$ cat src/rtl/ysyx_22041405_idu_stage.sv
// RV32I integer-ALU decode stage: decodes OP/OP-IMM/LUI into the EXU control
// bundle and holds it in a one-entry valid/ready pipeline register.
module ysyx_22041405_idu_stage #(
  parameter int WIDTH = 32
) (
  input  logic             clk,
  input  logic             rst,
  input  logic             in_valid,
  output logic             in_ready,
  input  logic [31:0]      in_inst,
  input  logic [WIDTH-1:0] in_pc,
  input  logic             flush,
  output logic             out_valid,
  input  logic             out_ready,
  output logic [WIDTH-1:0] out_pc,
  output logic [4:0]       rs1_addr,
  output logic [4:0]       rs2_addr,
  output logic [4:0]       rd_addr,
  output logic             rf_wen,
  output logic [WIDTH-1:0] Imm,
  output logic [7:0]       alu_opcode,
  output logic             alu_src2_sel,
  output logic             alu_add_or_sub,
  output logic             alu_U_or_S,
  output logic             illegal
);

  localparam logic [6:0] OPC_OPIMM = 7'b0010011;
  localparam logic [6:0] OPC_OP    = 7'b0110011;
  localparam logic [6:0] OPC_LUI   = 7'b0110111;
  localparam logic [6:0] F7_ZERO   = 7'b0000000;
  localparam logic [6:0] F7_ALT    = 7'b0100000;

  logic [6:0] opcode, funct7;
  logic [2:0] funct3;
  assign opcode = in_inst[6:0];
  assign funct3 = in_inst[14:12];
  assign funct7 = in_inst[31:25];

  logic [7:0]       f3_onehot;
  logic             dec_ill, dec_src2, dec_sub, dec_us, dec_wen;
  logic [7:0]       dec_op;
  logic [WIDTH-1:0] dec_imm;
  logic [4:0]       dec_rs1, dec_rs2, dec_rd;

  // slt and sltu share one ALU lane; signedness comes from alu_U_or_S
  always_comb begin
    f3_onehot = 8'h00;
    case (funct3)
      3'b000: f3_onehot = 8'h01;
      3'b001: f3_onehot = 8'h02;
      3'b010: f3_onehot = 8'h04;
      3'b011: f3_onehot = 8'h04;
      3'b100: f3_onehot = 8'h08;
      3'b101: f3_onehot = 8'h10;
      3'b110: f3_onehot = 8'h20;
      3'b111: f3_onehot = 8'h40;
      default: f3_onehot = 8'h00;
    endcase
  end

  always_comb begin
    dec_ill  = 1'b0;
    dec_op   = 8'h00;
    dec_src2 = 1'b0;
    dec_sub  = 1'b0;
    dec_us   = 1'b0;
    dec_imm  = '0;
    dec_rs1  = 5'd0;
    dec_rs2  = 5'd0;
    dec_rd   = 5'd0;
    dec_wen  = 1'b0;
    case (opcode)
      OPC_OPIMM: begin
        dec_src2 = 1'b1;
        dec_rs1  = in_inst[19:15];
        dec_rd   = in_inst[11:7];
        dec_op   = f3_onehot;
        dec_imm  = {{(WIDTH-12){in_inst[31]}}, in_inst[31:20]};
        dec_us   = (funct3 == 3'b011);
        if (funct3 == 3'b001) begin
          dec_imm = {{(WIDTH-5){1'b0}}, in_inst[24:20]};
          dec_ill = (funct7 != F7_ZERO);
        end
        if (funct3 == 3'b101) begin
          dec_imm = {{(WIDTH-5){1'b0}}, in_inst[24:20]};
          dec_us  = (funct7 == F7_ZERO);
          dec_ill = (funct7 != F7_ZERO) && (funct7 != F7_ALT);
        end
      end
      OPC_OP: begin
        dec_rs1 = in_inst[19:15];
        dec_rs2 = in_inst[24:20];
        dec_rd  = in_inst[11:7];
        dec_op  = f3_onehot;
        dec_us  = (funct3 == 3'b011) || ((funct3 == 3'b101) && (funct7 == F7_ZERO));
        dec_sub = (funct7 == F7_ALT) && (funct3 == 3'b000);
        dec_ill = ((funct7 != F7_ZERO) && (funct7 != F7_ALT)) ||
                  ((funct7 == F7_ALT) && (funct3 != 3'b000) && (funct3 != 3'b101));
      end
      OPC_LUI: begin
        dec_op   = 8'h80;
        dec_src2 = 1'b1;
        dec_rd   = in_inst[11:7];
        dec_imm  = {in_inst[31:12], 12'h000};
      end
      default: dec_ill = 1'b1;
    endcase
    // an illegal instruction carries no controls at all, only the flag
    if (dec_ill) begin
      dec_op   = 8'h00;
      dec_src2 = 1'b0;
      dec_sub  = 1'b0;
      dec_us   = 1'b0;
      dec_imm  = '0;
      dec_rs1  = 5'd0;
      dec_rs2  = 5'd0;
      dec_rd   = 5'd0;
    end
    dec_wen = !dec_ill && (dec_rd != 5'd0);
  end

  logic             valid_q;
  logic [WIDTH-1:0] pc_q, imm_q;
  logic [4:0]       rs1_q, rs2_q, rd_q;
  logic             wen_q, src2_q, sub_q, us_q, ill_q;
  logic [7:0]       op_q;
  logic             accept;

  assign in_ready = !flush && (!valid_q || out_ready);
  assign accept   = in_valid && in_ready;

  always_ff @(posedge clk or posedge rst) begin
    if (rst) begin
      valid_q <= 1'b0;
      pc_q    <= '0;
      imm_q   <= '0;
      rs1_q   <= 5'd0;
      rs2_q   <= 5'd0;
      rd_q    <= 5'd0;
      wen_q   <= 1'b0;
      src2_q  <= 1'b0;
      sub_q   <= 1'b0;
      us_q    <= 1'b0;
      ill_q   <= 1'b0;
      op_q    <= 8'h00;
    end else if (flush) begin
      valid_q <= 1'b0;
    end else if (accept) begin
      valid_q <= 1'b1;
      pc_q    <= in_pc;
      imm_q   <= dec_imm;
      rs1_q   <= dec_rs1;
      rs2_q   <= dec_rs2;
      rd_q    <= dec_rd;
      wen_q   <= dec_wen;
      src2_q  <= dec_src2;
      sub_q   <= dec_sub;
      us_q    <= dec_us;
      ill_q   <= dec_ill;
      op_q    <= dec_op;
    end else if (out_ready) begin
      valid_q <= 1'b0;
    end
  end

  assign out_valid      = valid_q;
  assign out_pc         = pc_q;
  assign rs1_addr       = rs1_q;
  assign rs2_addr       = rs2_q;
  assign rd_addr        = rd_q;
  assign rf_wen         = wen_q;
  assign Imm            = imm_q;
  assign alu_opcode     = op_q;
  assign alu_src2_sel   = src2_q;
  assign alu_add_or_sub = sub_q;
  assign alu_U_or_S     = us_q;
  assign illegal        = ill_q;

endmodule

$ cat config.mk
export PLATFORM = sky130hd
export DESIGN_NAME = ysyx_22041405_idu_stage
export DESIGN_NICKNAME = d
export VERILOG_FILES = /design/src/rtl/ysyx_22041405_idu_stage.sv
export SDC_FILE = /design/constraint.sdc
export NUM_CORES = 1
export LEC_CHECK = 0
export CAP_MARGIN = 20
export CORE_MARGIN = 1
export CORE_UTILIZATION = 43
export DETAILED_ROUTE_END_ITERATION = 6
export PLACE_DENSITY = 0.79
export SYNTH_ARGS = -nofsm -noshare
export SYNTH_HDL_FRONTEND = slang
export SYNTH_SLANG_ARGS = --single-unit
$ cat constraint.sdc
create_clock -name clk -period 3.9 [get_ports clk]
set_clock_uncertainty 0.05 [all_clocks]
set_input_delay 0.585 -clock clk [delete_from_list [all_inputs] [get_ports clk]]
set_output_delay 0.585 -clock clk [all_outputs]
set_load 0.01 [all_outputs]
==> metrics.md, run 1 <==
| Metric | Value |
|---|---|
| Status | finished, violations left |
| Failing checks | DRC |
| Syn avg cell area | 10.6 um2 |
| Worst EP required | 4.10 ns |
| Clk root buf | clkbuf_8 |
| Placed insts | 629 |
| Vias per cell | 5.42 |
| Hpwl dp | 7370 um |
| Die width | 98.4 um |
| #FFs+latches synth | 93 |
| Int Pwr | 1450 uW |
| Register area share after synthesis | 58.3% |
| Slew of the pin with the lowest slew margin | 0.911 ns |
| Power share of the clock group | 30.0% |
| Initial antenna violation count | 0 |
| CTS tree | built |
| Sum Neg Setup Slack | 0 ns |
| Post-CTS Setup Inserts | 0 |
| FMAX | 382 MHz |
| Combinational power share | 17.6% |
| Die Y | 98.4 um |
| Syn_nets | 447 |
| Nets | 602 |
| Layout Area Growth over Synthesis | 47.9% |
| Maximum VDD drop | 0.000194 V |
| Period utilization | 67.2% |
| Initial core utilization | 45.1% |
| Final Total Pwr | 2000 uW |
| IO Count | 163 |
| Post-synth ARST share | 100% |
| Layout cells sized above 1 | 8.74% |
| Fin. Hold Viols | 0 |
| First DRT Iteration DRCs | 181 |
| First-pass GRT wire length | 18,100 um |
| Fin cells | 646 |
| Largest net degree at the start of global routing | 76 |
| Dominant synthesized flop cell | dfrtp_1 |
| Worst slew margin | 39.3% |
| Final setup violation count | 0 |
| Max Cap Viol | 0 |
| Sequential fraction of design power | 52.3% |
| Sink Count | 93 |
| Port bufs | 162 |
| Layout fillers | 713 |
| Antenna cells | 0 |
| Final min period | 2.62 ns |
| CTS HTree Levels | 3 |
| Setup CP Type | primary input to flip-flop |
| CP Capture Type | flip-flop |
| DR vias | 3,500 |
| Post-synth cell types | 41 |
| Synth Instances | 378 |
| Synth warnings | 0 |
| Net Sw Power | 543 uW |
| Cell Rows | 34 |
| Gr ovfl total | 0 |
| Pins Over Slew Limit | 0 |
| Die footprint | 9680 um2 |
| Post-DRT Antenna Nets | 0 |
| Crit path launch type | primary input |
| Routed WL | 10,600 um |
| Wire length per cell | 16.4 um |
| Arr. time, crit path | 2.82 ns |
| Vias in the first global route | 3,629 |
| # DRC | 7 |
| RSZ-0062 raised after global routing | no |
| Hold crit path type | flip-flop to flip-flop |
| CTS max path bufs | 2 |
| CTS buffer count | 9 |
| Clock transition at path regs | 0.09 ns |
| Mapped cell area | 3990 um2 |
| Hold-fix buffers, CTS | 0 |
| Leakage | 0.00268 uW |
| Sw frac | 27.2% |
| EDFF count, synth | 0 |
| 1st-pass router iterations | 7 |
| Core Area | 8850 um2 |
| P per Cell Area | 338 nW/um2 |
| GP Congestion | 0.768 |
| Clock Latency Late Sink | 0.35 ns |
| Total GRT Usage | 23.7% |
| Worst-path fanout max | 60 |
| Resize count post-CTS | 0 |
==> metrics by stage <==
step,hold slack (ns),utilization [%],setup WS (ns),instance area [um2]
3_5_place_dp,0.413,64.6,0.912,5720
5_1_grt,0.456,66.8,1.17,5910
4_1_cts,0.435,66.7,1.29,5900
6_report,0.426,66.8,1.28,5910
2_1_floorplan,0.461,-,0.845,3990
3_3_place_gp,0.407,64.6,0.981,5720
==> power by group through the flow <==
stage               Clock [uW]  Sequential [uW]  Combinational, uW
global placement             0             1060                348
detailed placement           0             1060                354
finish                     600             1050                352
CTS                        616             1050                356
global route               669             1050                386
floorplan                    0             1090                109
==> state kept, by name, indices dropped and copies added (netlist names) <==
register,count
alu_src2_sel,1
rd_addr,5
alu_add_or_sub,1
rs1_addr,5
rs2_addr,5
Imm,32
alu_U_or_S,1
illegal,1
out_pc,32
out_valid,1
rf_wen,1
alu_opcode,8
==> layer usage <==
metal	vias to the layer above	share of wire [%]	global-route usage, %
met2	139	48	37.3
met5	-	0	0
met3	23	6.7	5.01
met4	0	2.2	8.61
met1	1715	43	32.5
li1	1623	-	-
==> logic make-up (layout without fill, tap and decap cells) <==
kind of cell / Yosys count / in the layout / synth area share (%)
xor gates and xnor gates: 1 / 1 / 0.219
DFF: 93 / 93 / 58.3
AOI/OAI and AO/OA: 66 / 66 / 16.2
buffers and inverters: 42 / 202 / 4.35
and+or+nand+nor: 176 / 176 / 20.9
==> final cells by class <==
type,instances,area [um2],area share (%)
Clock buffer,10,138,2.33
Multi-Input combinational cell,243,1500,25.4
Clock inverter,6,46.3,0.784
Tap cell,108,135,2.29
Sequential cell,93,2330,39.4
Inverter,15,58.8,0.996
Timing Repair Buffer,171,1700,28.8
==> placed cells by master (no fill, tap or decap), types with 2 or more instances in the layout <==
master	synthesis	layout
clkinv_4	0	2
a221o_1	20	20
and2_0	11	11
clkbuf_8	0	10
nor2b_1	4	4
clkinvlp_4	0	2
nor3_1	2	2
nor2_1	6	6
or4_1	3	3
o41ai_2	2	2
dfrtp_1	93	93
o21ai_1	3	3
o31ai_2	10	10
o41ai_1	2	2
inv_1	15	14
a22o_1	17	17
o31ai_1	4	4
nand2_1	120	119
nor4_1	10	10
buf_4	0	8
nand3_1	4	4
or3_1	3	3
nand2b_1	3	3
clkdlybuf4s50_1	0	162
==> worst max-delay path, cell delays in order <==
cell	delay (ns)
clkdlybuf4s50_1	0.47
nor2b_1	0.24
nand2_4	0.38
or4_1	0.83
o41ai_2	0.26
==> cells in the mapped netlist, types with 4 or more instances <==
cell        n  area, um2
and2_0     11       68.8
clkbuf_1   19       71.3
buf_2       7       35.0
nand2_1   120        450
dfrtp_1    93       2330
inv_1      15       56.3
o31ai_1     4       30.0
a221o_1    20        200
nand3_1     4       20.0
a22o_1     17        149
nor2b_1     4       25.0
o31ai_2    10        125
nor2_1      6       22.5
nor4_1     10       62.6
==> worst paths after layout <==
path | cells past startpoint | slack, ns | endpoint | start
setup reg to reg | 4 | 1.72 | alu_opcode[1]$_DFFE_PP0P_ | out_valid$_DFFE_PP0P_
hold reg to reg | 2 | 0.43 | out_pc[22]$_DFFE_PP0P_ | out_pc[22]$_DFFE_PP0P_
hold / removal | 2 | 0.43 | out_pc[22]$_DFFE_PP0P_ | out_pc[22]$_DFFE_PP0P_
setup / recovery | 5 | 1.28 | alu_opcode[1]$_DFFE_PP0P_ | in_valid
max in group asynchronous | 3 | 2.36 | out_pc[24]$_DFFE_PP0P_ | rst
min in group asynchronous | 2 | 0.72 | out_pc[14]$_DFFE_PP0P_ | rst
(Power assumes the default switching activity.)
==> inputs of run 2 (changes only) <==
==> constraint.sdc (replaced) <==
create_clock -name clk -period 2.7 [get_ports clk]
set_clock_uncertainty 0.05 [all_clocks]
set_input_delay 0.405 -clock clk [delete_from_list [all_inputs] [get_ports clk]]
set_output_delay 0.405 -clock clk [all_outputs]
set_load 0.01 [all_outputs]
==> metrics.md, run 2 (synthesis gave the netlist of run 1 again) <==
| Metric | Value |
|---|---|
| CTS HTree Levels | 3 (unchanged) |
| Slew of the pin with the lowest slew margin | 0.651 ns (-0.260 ns) |
| Vias per cell | 5.25 (-3.0%) |
| CP Capture Type | flip-flop |
| Worst-path fanout max | 7 (-88%) |
| GR Layer Usage met3 | 5.94% (+0.93 points) |
| RSZ-0062 raised after global routing | no |
| Maximum VDD drop | 0.000251 V (+29%) |
| Wire length per cell | 16.0 um (-2.0%) |
| Clock transition at path regs | 0.10 ns (about the same) |
| FMAX | 456 MHz |
| Crit-path slowest cell | or4_1 |
| Gr ovfl total | 0 (unchanged) |
| Post-CTS Setup Inserts | 0 (unchanged) |
| Arr. time, crit path | 2.40 ns (-0.42 ns) |
| Failing checks | DRC |
| Critical path buffers and inverters | 1 (unchanged) |
| Most frequent cells in the layout | 162 x clkdlybuf4s50_1, 119 x nand2_1, 93 x dfrtp_1 |
| Largest net degree at the start of global routing | 47 (-38%) |
| First-pass GRT wire length | 17,100 um (-5.6%) |
| CP Cell Sequence | clkdlybuf4s50_1, nor4_4, a311oi_1, or4_1, o41ai_2 |
| P per Cell Area | 490 nW/um2 (+45%) |
| Pins Over Slew Limit | 0 (unchanged) |
| Hold crit path type | primary input to asynchronous set/reset pin |
| Layout cells sized above 1 | 9.74% (+1.0 points) |
| Clock Latency Late Sink | 0.35 ns (about the same) |
| CTS buffer count | 9 (unchanged) |
| Max Cap Viol | 0 (unchanged) |
| First DRT Iteration DRCs | 148 (-18%) |
| Largest stage delay, worst path | 0.63 ns (-0.20 ns) |
| Initial antenna violation count | 0 (unchanged) |
| Hold-fix buffers, CTS | 0 (unchanged) |
| Sum Neg Setup Slack | 0 ns (unchanged) |
| IO Count | 163 (unchanged) |
| Crit path launch type | primary input |
| Grt peak-use layer | met2 |
| Period utilization | 81.2% |
| Core Area | 8850 um2 (unchanged) |
| Hpwl dp | 7550 um (+2.4%) |
| Layout fillers | 701 (-1.7%) |
| Antenna cells | 0 (unchanged) |
| Sink Count | 93 (unchanged) |
| Worst EP required | 2.90 ns (-1.20 ns) |
| DR vias | 3,425 (-2.1%) |
| Most common cell after layout, fill and taps aside | clkdlybuf4s50_1 |
| Nets | 608 (+1.0%) |
| Final setup violation count | 0 (unchanged) |
| Initial core utilization | 45.1% (unchanged) |
| Total GRT Usage | 22.5% (-1.1 points) |
| Die footprint | 9680 um2 (unchanged) |
| # DRC | 10 (+3) |
| M2 GR Usage | 35.3% (-2.1 points) |
| Die width | 98.4 um (unchanged) |
| GR Layer Usage met1 | 31.2% (-1.3 points) |
| Cell Rows | 34 (unchanged) |
| Clk root buf | clkbuf_8 |
| Core Util, Final | 67.7% (+0.91 points) |
| Final min period | 2.19 ns |
| Resize count post-CTS | 0 (unchanged) |
| Post-DRT Antenna Nets | 0 (unchanged) |
| Vias in the first global route | 3,372 (-7.1%) |
| Die Y | 98.4 um (unchanged) |
| GP Congestion | 0.835 (+8.8%) |
| Routed WL | 10,500 um (-1.1%) |
| Fin. Hold Viols | 0 (unchanged) |
| Setup CP Type | primary input to flip-flop |
| Layout Area Growth over Synthesis | 49.9% |
| Worst-case reg-to-reg path depth | 4 (unchanged) |
| Delay-heaviest family, CP | simple AND/OR/NAND/NOR gates |
| 1st-pass router iterations | 7 (unchanged) |
| Worst slew margin | 56.5% (+17 points) |
| CTS max path bufs | 2 (unchanged) |
| Port bufs | 162 (unchanged) |
| CTS tree | built |
| Leakage | 0.00271 uW (+1.4%) |
| Status | finished, violations left |
| Critical path depth | 5 (unchanged) |
[run 2: cell count changes in the layout (fill, tap and decap cells not counted), sizes merged]
cell | previous run | this run
buf | 9 | 15
clkinvlp | 2 | 3
clkinv | 3 | 1
clkbuf | 10 | 11
[run 2: stage by stage]
stage	total power [uW]	hold WS, ns	setup WS (ns)	std cells	area [um2]
2_1_floorplan	1730	0.421	0.884	378	4000
3_3_place_gp	2040	0.410	0.157	635	5790
3_5_place_dp	2060	0.412	0.105	635	5790
4_1_cts	2950	0.435	0.477	651	5980
5_1_grt	3080	0.456	0.405	652	5990
6_report	2930	0.424	0.507	652	5990
[run 2: area by class of cell]
cell class	count	area, um2	share of cell area, %
inverters	15	60.1	1.00
flip-flops and latches	93	2330	38.9
clock inverters	5	41.3	0.690
clock buffers	11	151	2.53
multi-input cells	243	1500	25.1
well taps	108	135	2.26
repair buffers	177	1770	29.6
[run 2: worst paths after layout]
kind	start	end	slack, ns
max	in_inst[26]	alu_opcode[1]$_DFFE_PP0P_	0.51
min	rst	out_pc[7]$_DFFE_PP0P_	0.42
max reg2reg	out_valid$_DFFE_PP0P_	alu_opcode[1]$_DFFE_PP0P_	0.81
min reg2reg	out_pc[27]$_DFFE_PP0P_	out_pc[27]$_DFFE_PP0P_	0.43
max in group asynchronous	rst	rs2_addr[1]$_DFFE_PP0P_	1.57
min in group clk	out_pc[27]$_DFFE_PP0P_	out_pc[27]$_DFFE_PP0P_	0.43
[run 2: metal layers]
| metal | vias up | routed length (um) |
|---|---|---|
| met5 | - | 0 |
| met4 | 0 | 170 |
| met3 | 14 | 715 |
| met2 | 132 | 5080 |
| met1 | 1641 | 4490 |
| li1 | 1638 | - |
[run 2: power by group]
| group | total [uW] | switching (uW) | internal (uW) |
|---|---|---|---|
| registers | 1510 | 40.9 | 1470 |
| clock network | 910 | 516 | 394 |
| logic | 516 | 238 | 277 |
